===== src/rtl/gray_to_bin_pkg.sv =====
`default_nettype none
// ============================================================================
// Module      : gray_to_bin_pkg
// Description : Shared constants and elaboration helpers for the Gray-to-
//               binary converter and its suffix-XOR scan.
// Revision    : 1.0 - initial release
// ============================================================================
package gray_to_bin_pkg;

    // Default converted word width.
    localparam int c_DEFAULT_WIDTH = 5;

    // Number of doubling stages a log-depth suffix scan needs to cover w bits.
    // Returns ceil(log2(w)), and 0 for a 1-bit word.
    function automatic int scan_levels(input int w);
        int l;
        l = 0;
        while ((1 << l) < w) begin
            l = l + 1;
        end
        return l;
    endfunction

endpackage : gray_to_bin_pkg
`default_nettype wire


===== src/rtl/gray_to_bin_xor_prefix_scan.sv =====
`default_nettype none
// ============================================================================
// Module      : xor_prefix_scan
// Description : Suffix XOR-reduction of a vector: o_suffix[i] is the XOR of
//               i_vec[width_p-1:i]. Built as a log-depth doubling scan so the
//               depth grows with log2(width_p) rather than width_p.
// Revision    : 1.0 - initial release
// ============================================================================
module xor_prefix_scan
    import gray_to_bin_pkg::*;
#(
    parameter int width_p = c_DEFAULT_WIDTH
) (
    input  logic [width_p-1:0] i_vec,
    output logic [width_p-1:0] o_suffix
);

    localparam int c_LEVELS = scan_levels(width_p);

    logic [width_p-1:0] w_acc;

    // Doubling scan: after stage l each bit holds the XOR of the 2^(l+1)
    // bits at and above it. The logical right shift feeds zeros in at the
    // top, so bits near the MSB simply stop accumulating once they reach it.
    always_comb begin
        w_acc = i_vec;
        for (int l = 0; l < c_LEVELS; l++) begin
            w_acc = w_acc ^ (w_acc >> (1 << l));
        end
    end

    assign o_suffix = w_acc;

endmodule : xor_prefix_scan
`default_nettype wire


===== src/rtl/gray_to_bin.sv =====
`default_nettype none
// ============================================================================
// Module      : gray_to_bin
// Description : Reflected Gray code to binary converter. bin_o is purely
//               combinational; bin_r_o is the same value registered, with a
//               synchronous active-high reset to zero.
// Revision    : 1.0 - initial release
// ============================================================================
module gray_to_bin
    import gray_to_bin_pkg::*;
#(
    parameter int width_p = c_DEFAULT_WIDTH
) (
    input  logic               clk_i,
    input  logic               reset_i,
    input  logic [width_p-1:0] gray_i,
    output logic [width_p-1:0] bin_o,
    output logic [width_p-1:0] bin_r_o
);

    logic [width_p-1:0] w_bin;
    logic [width_p-1:0] r_bin;

    // Binary bit i is the XOR of all Gray bits from the MSB down to i, which
    // is exactly the suffix XOR-reduction. An unknown Gray bit therefore only
    // pollutes its own and lower binary bits.
    xor_prefix_scan #(
        .width_p (width_p)
    ) u_scan (
        .i_vec    (gray_i),
        .o_suffix (w_bin)
    );

    // Pipelined copy for consumers that want a registered value.
    always_ff @(posedge clk_i) begin
        if (reset_i) begin
            r_bin <= '0;
        end else begin
            r_bin <= w_bin;
        end
    end

    assign bin_o   = w_bin;
    assign bin_r_o = r_bin;

endmodule : gray_to_bin
`default_nettype wire


===== config.mk =====
export PLATFORM = sky130hd
export DESIGN_NAME = gray_to_bin
export DESIGN_NICKNAME = d
export VERILOG_FILES = /design/src/rtl/gray_to_bin_pkg.sv /design/src/rtl/gray_to_bin_xor_prefix_scan.sv /design/src/rtl/gray_to_bin.sv
export SDC_FILE = /design/constraint.sdc
export NUM_CORES = 1
export LEC_CHECK = 0
export BUFFER_PORTS_ARGS = -buffer_cell sky130_fd_sc_hd__buf_2
export CELL_PAD_IN_SITES_DETAIL_PLACEMENT = 2
export CELL_PAD_IN_SITES_GLOBAL_PLACEMENT = 2
export CORE_AREA = 2 2 39 41
export CTS_BUF_LIST = sky130_fd_sc_hd__clkbuf_8
export CTS_CLUSTER_SIZE = 8
export DETAILED_ROUTE_END_ITERATION = 12
export DIE_AREA = 0 0 41 43
export PLACE_DENSITY = 0.65
export SYNTH_ARGS = -nofsm -noshare
export SYNTH_HDL_FRONTEND = slang
export SYNTH_HIERARCHICAL = 1
export SYNTH_SLANG_ARGS = --single-unit

===== constraint.sdc =====
create_clock -name clk_i -period 1.2 [get_ports clk_i]
set_clock_uncertainty 0.2 [all_clocks]
set_input_delay 0.18 -clock clk_i [delete_from_list [all_inputs] [get_ports clk_i]]
set_output_delay 0.18 -clock clk_i [all_outputs]
set_load 0.02 [all_outputs]

==> impl_metrics.env, run 1 <==
export IMPL_combPwrFrac_pct=36.8
export IMPL_worst_setup_path_start_kind="input pin"
export IMPL_io_pins=17
export IMPL_status="complete, but fails checks"
export IMPL_antenna_found_initial=0
export IMPL_cts_buffer_depth=2
export IMPL_place_port_buffers=16
export IMPL_syn_avg_cell_area_um2=12.75
export IMPL_p_leak_nw=0.2320
export IMPL_synth_xor_area_share_pct=31.90
export IMPL_wirelength_um=668
export IMPL_synth_top_family_by_area="XOR/XNOR gates"
export IMPL_synth_mux_area_fraction_pct=0
export IMPL_ys_types=7
export IMPL_gp_congestion=0.5964
export IMPL_fmax_mhz=734.1
export IMPL_viasPerCell=3.509
export IMPL_grt_pass1_wl_um=1000
export IMPL_grt_pass1_vias=240
export IMPL_rsz0062_at_grt="true"
export IMPL_seq_area_frac_synth_pct=49.08
export IMPL_yosys_area_share_simple_pct=15.34
export IMPL_area_delta_synth_final_pct=143.6
export IMPL_power_density_nw_per_um2=1534
export IMPL_synth_nets=23
export IMPL_yosys_register_bits=5
export IMPL_maxSlewViolCount=0
export IMPL_min_path_type="in -> reg"
export IMPL_core_area_um2=1384
export IMPL_synth_cells=16
export IMPL_fp_dieH_um=43
export IMPL_worst_slack_ps=-162.2
export IMPL_crit_type="in -> out"
export IMPL_synth_compound_area_share_pct=0
export IMPL_maxCapViolCount=0
export IMPL_power_switching_uw=211.0
export IMPL_cts_root_buf="clkbuf_8"
export IMPL_cp_data_required_time_ps=820
export IMPL_holdWs_ps=10.53
export IMPL_globalRouteTotalUtil_pct=8.990
export IMPL_start_util_pct=14.74
export IMPL_finalInstanceArea_um2=496.7
export IMPL_vias=193
export IMPL_p_seq_share_pct=24.9
export IMPL_post_dp_cell_area_um2=339.1
export IMPL_dp_hpwl_um=519.8
export IMPL_dp_cells=49
export IMPL_tightest_slew_ps=161.8
export IMPL_p_clk_share_pct=38.3
export IMPL_dieArea_um2=1763
export IMPL_drc=0
export IMPL_cts_max_level=1
export IMPL_clkSinkCount=5
export IMPL_cp_data_arrival_time_ps=980
export IMPL_tritoncts="yes"
export IMPL_final_layout_size_suffix_gt1_share_pct=69.23
export IMPL_clk_pin_slew_ps=30
export IMPL_num_rows=14
export IMPL_max_vdd_ir_drop_mv=0.5098
export IMPL_layout_nets=47
export IMPL_switching_share_pct=27.68
export IMPL_synthesis_area_um2=203.9
export IMPL_grt_max_degree=6
export IMPL_ant_nets=0
export IMPL_largest_reg_flops=5
export IMPL_worst_path_max_fanout=2
export IMPL_cts_buffers=3
export IMPL_die_w_um=41
export IMPL_drt_iter0_drc=0
export IMPL_end_kind="primary output"
export IMPL_grt_overflow=0
export IMPL_ys_warn_count=6
export IMPL_firstDrtPassIters=1
export IMPL_detail_route_wl_per_cell_um=12.15
export IMPL_synthAdderAreaFrac_pct=0
export IMPL_diodes=0
export IMPL_fin_cells=55
export IMPL_setup_viol=3
export IMPL_fin_crit_ps=1362
export IMPL_p_int_uw=551.2
export IMPL_violations="setup timing"
export IMPL_slew_headroom_pct=89.19
export IMPL_post_route_period_util_pct=113.5
export IMPL_hold_viol=0
synthesized netlist by cell type:
master / n / area share (%)
xor2_2: 1 / 8.0
nor2b_1: 5 / 15
xnor3_1: 1 / 11
xnor2_1: 2 / 8.6
buf_4: 1 / 3.7
xor2_1: 1 / 4.3
dfxtp_1: 5 / 49
what timing repair did:
item | in CTS | in global routing
endpoints found under the setup margin | 3 | 3
resized for setup | 17 | 4
setup buffers | 1 | 0
hold endpoints to repair | 1 | 0
pin swaps | 5 | 0
hold buffers | 1 | 0
placed cells by master, fill, tap and decap left out, drive strengths merged:
cell type / synthesis / final
buf: 1 / 19
nor2b: 5 / 5
dfxtp: 5 / 5
clkbuf: 0 / 3
xor2: 2 / 2
xnor2: 2 / 2
inv: 0 / 1
dlygate4sd3: 0 / 1
xnor3: 1 / 1
through the flow:
step | utilization (%) | worst slack, ps | TNS [ps] | power, mW
finish | 35.90 | -162.2 | -382.2 | 0.7621
global route | 35.90 | -182.8 | -441.4 | 0.7938
CTS | 33.82 | -165.4 | -369.6 | 0.7465
detailed placement | 24.50 | -228.7 | -671.0 | 0.3872
global placement | 24.50 | -188.2 | -507.4 | 0.3804
floorplan | - | -109.4 | -225.1 | 0.3119
worst max-delay path, stage by stage:
cell and delay, ps:
buf_8 100, xor2_4 180, xnor3_2 370, buf_6 140
final timing paths:
| path | start | end | slack (ps) | depth (start not counted) |
|---|---|---|---|---|
| hold / removal | gray_i[4] | bin_r_o[4] | 10 | 2 |
| setup / recovery | gray_i[3] | bin_o[0] | -160 | 4 |
routing by layer:
| metal | share of wire, % | vias to the layer above | routed length [um] | GRT usage [%] |
|---|---|---|---|---|
| met4 | 0 | 0 | 0 | 6.000 |
| met5 | 0 | - | 0 | 0 |
| met1 | 34 | 85 | 224 | 8.197 |
| met3 | 12 | 0 | 83 | 2.094 |
| li1 | - | 91 | - | - |
| met2 | 54 | 17 | 360 | 15.94 |
power by group through the flow:
| stage | registers (mW) | clock network [mW] | logic, mW |
|---|---|---|---|
| 6_report | 0.190 | 0.292 | 0.281 |
| 5_1_grt | 0.191 | 0.307 | 0.296 |
| 4_1_cts | 0.191 | 0.301 | 0.255 |
| 3_5_place_dp | 0.193 | 0 | 0.194 |
| 3_3_place_gp | 0.190 | 0 | 0.190 |
| 2_1_floorplan | 0.215 | 0 | 0.0967 |
final cells by class:
cell class / instances / area [um2]
fill: 155 / 887.1
multi-input combinational: 10 / 165.2
clock buffer: 3 / 41.29
clock inverter: 1 / 3.754
sequential: 5 / 100.1
timing repair buffer: 20 / 166.4
tap: 16 / 20.02
cell families after synthesis:
| logic type | count (synthesis) |
|---|---|
| simple gates | 5 |
| flops | 5 |
| xor+xnor | 5 |
| buf+inv | 1 |
Power figures use the tool's default switching activity.
==> inputs of run 2 (changes only) <==
Settings changed: CTS_BUF_LIST sky130_fd_sc_hd__clkbuf_8 to unset.
==> run 2 against run 1 <==
Compared with the run above:
- the flow still finishes with violations (setup timing)
- setup slack about the same
- sequential share of layout area rose by 0.36 points
- power fell by 13%
- sequential power hardly changed
- clock-buffer cell count up 1
- clock power down 37%
- flip-flop and latch count is the same
- worst hold slack better by 230 ps
- highest routed layer unchanged
==> impl_metrics.env, run 2 (same netlist as run 1, synthesis figures left out) <==
export IMPL_globalRouteTotalUtil_pct=9.697
export IMPL_end_kind="primary output"
export IMPL_holdWs_ps=240.2
export IMPL_grt_max_degree=6
export IMPL_viasPerCell=3.536
export IMPL_drc=0
export IMPL_grt_use_met1_pct=7.869
export IMPL_cp_startpoint="gray_i[3]"
export IMPL_cts_root_buf="clkbuf_4"
export IMPL_final_cell_mix="8 x buf_2, 7 x buf_6, 5 x nor2b_1, 5 x dfxtp_1"
export IMPL_cp_cell_sequence="buf_8, xor2_4, xnor3_2, buf_6"
export IMPL_place_port_buffers=16
export IMPL_cts_buffer_depth=2
export IMPL_diodes=0
export IMPL_gp_congestion=0.5964
export IMPL_core_area_um2=1384
export IMPL_fillers=160
export IMPL_fmax_mhz=734.3
export IMPL_slew_headroom_pct=89.26
export IMPL_cp_data_required_time_ps=820
export IMPL_worst_slack_ps=-161.9
export IMPL_crit_type="in -> out"
export IMPL_max_stage_delay_ps=370
export IMPL_setup_viol=3
export IMPL_p_leak_nw=0.2242
export IMPL_fp_dieH_um=43
export IMPL_maxSlewViolCount=0
export IMPL_largest_reg_flops=5
export IMPL_cp_slowest_cell="xnor3_2"
export IMPL_status="complete, but fails checks"
export IMPL_hold_viol=0
export IMPL_tightest_slew_ps=160.8
export IMPL_post_route_period_util_pct=113.5
export IMPL_ff_latch_area_um2=100.1
export IMPL_dieArea_um2=1763
export IMPL_multi_input_comb_area_um2=165.2
export IMPL_grt_use_met3_pct=2.094
export IMPL_min_path_type="in -> reg"
export IMPL_vias=198
export IMPL_p_total_uw=660.0
export IMPL_maxCapViolCount=0
export IMPL_tritoncts="yes"
export IMPL_max_vdd_ir_drop_mv=0.4630
export IMPL_rsz0062_at_grt="true"
export IMPL_final_layout_size_suffix_gt1_share_pct=67.50
export IMPL_violations="setup timing"
export IMPL_final_common_cell="buf_2"
export IMPL_grt_pass1_wl_um=1055
export IMPL_grt_overflow=0
export IMPL_dp_hpwl_um=519.8
export IMPL_worst_path_max_fanout=2
export IMPL_io_pins=17
export IMPL_top_usage_layer="met2"
export IMPL_power_density_nw_per_um2=1353
export IMPL_hp_start="gray_i[3]"
export IMPL_area_delta_synth_final_pct=139.3
export IMPL_num_rows=14
export IMPL_grt_use_met2_pct=18.44
export IMPL_clk_pin_slew_ps=40
export IMPL_fin_crit_ps=1362
export IMPL_cts_buffers=3
export IMPL_wirelength_um=745
export IMPL_worst_setup_path_start_kind="input pin"
export IMPL_cts_max_level=1
export IMPL_cp_data_arrival_time_ps=980
export IMPL_clkSinkCount=5
export IMPL_drt_iter0_drc=0
export IMPL_firstDrtPassIters=1
export IMPL_die_w_um=41
export IMPL_antenna_found_initial=0
export IMPL_start_util_pct=14.74
export IMPL_detail_route_wl_per_cell_um=13.30
export IMPL_final_util_pct=35.26
export IMPL_layout_nets=48
export IMPL_grt_pass1_vias=246
export IMPL_ant_nets=0
==> run 2: layout make-up <==
cell class	instances	share of cell area (%)
timing repair buffer	21	36.15
sequential	5	20.51
tap	16	4.103
clock buffer	4	5.385
multi-input combinational	10	33.85
==> run 2: through the flow <==
| stage | cell area (um2) | TNS, ps | cells | setup slack [ps] |
|---|---|---|---|---|
| after detailed placement | 339.1 | -671.0 | 49 | -228.7 |
| final | 488.0 | -396.6 | 56 | -161.9 |
| after floorplan | 231.5 | -225.1 | 16 | -109.4 |
| after CTS | 459.2 | -369.6 | 56 | -165.4 |
| after global placement | 339.1 | -507.4 | 49 | -188.2 |
| after global routing | 488.0 | -470.6 | 56 | -182.8 |
==> run 2: repair_timing <==
action                     CTS  global route
hold buffers                 2             0
cloned                       0             0
resized for setup           17             4
setup buffers                1             0
hold endpoints to repair     5             0
setup endpoints to repair    3             3
pin swaps                    5             0
==> run 2: metal layers <==
metal / part of all wire, % / up-vias
met4: 0 / 0
met1: 29 / 88
met5: 0 / -
met3: 12 / 0
li1: - / 93
met2: 59 / 17
==> run 2: report_power, final <==
part,switching (mW),internal [mW],total [mW]
logic,0.136,0.150,0.286
clock network,0.0597,0.125,0.185
registers,0.00462,0.185,0.190
total,0.200,0.460,0.660
==> run 2: path summary, 6_finish.rpt <==
kind | endpoint | slack, ps | depth (start not counted)
min | bin_r_o[3] | 240 | 4
max | bin_o[0] | -160 | 4
==> run 2: critical path: cells and delay by family <==
family | cells | cell delay (ps)
buffers and inverters | 2 | 240
XOR/XNOR | 2 | 550
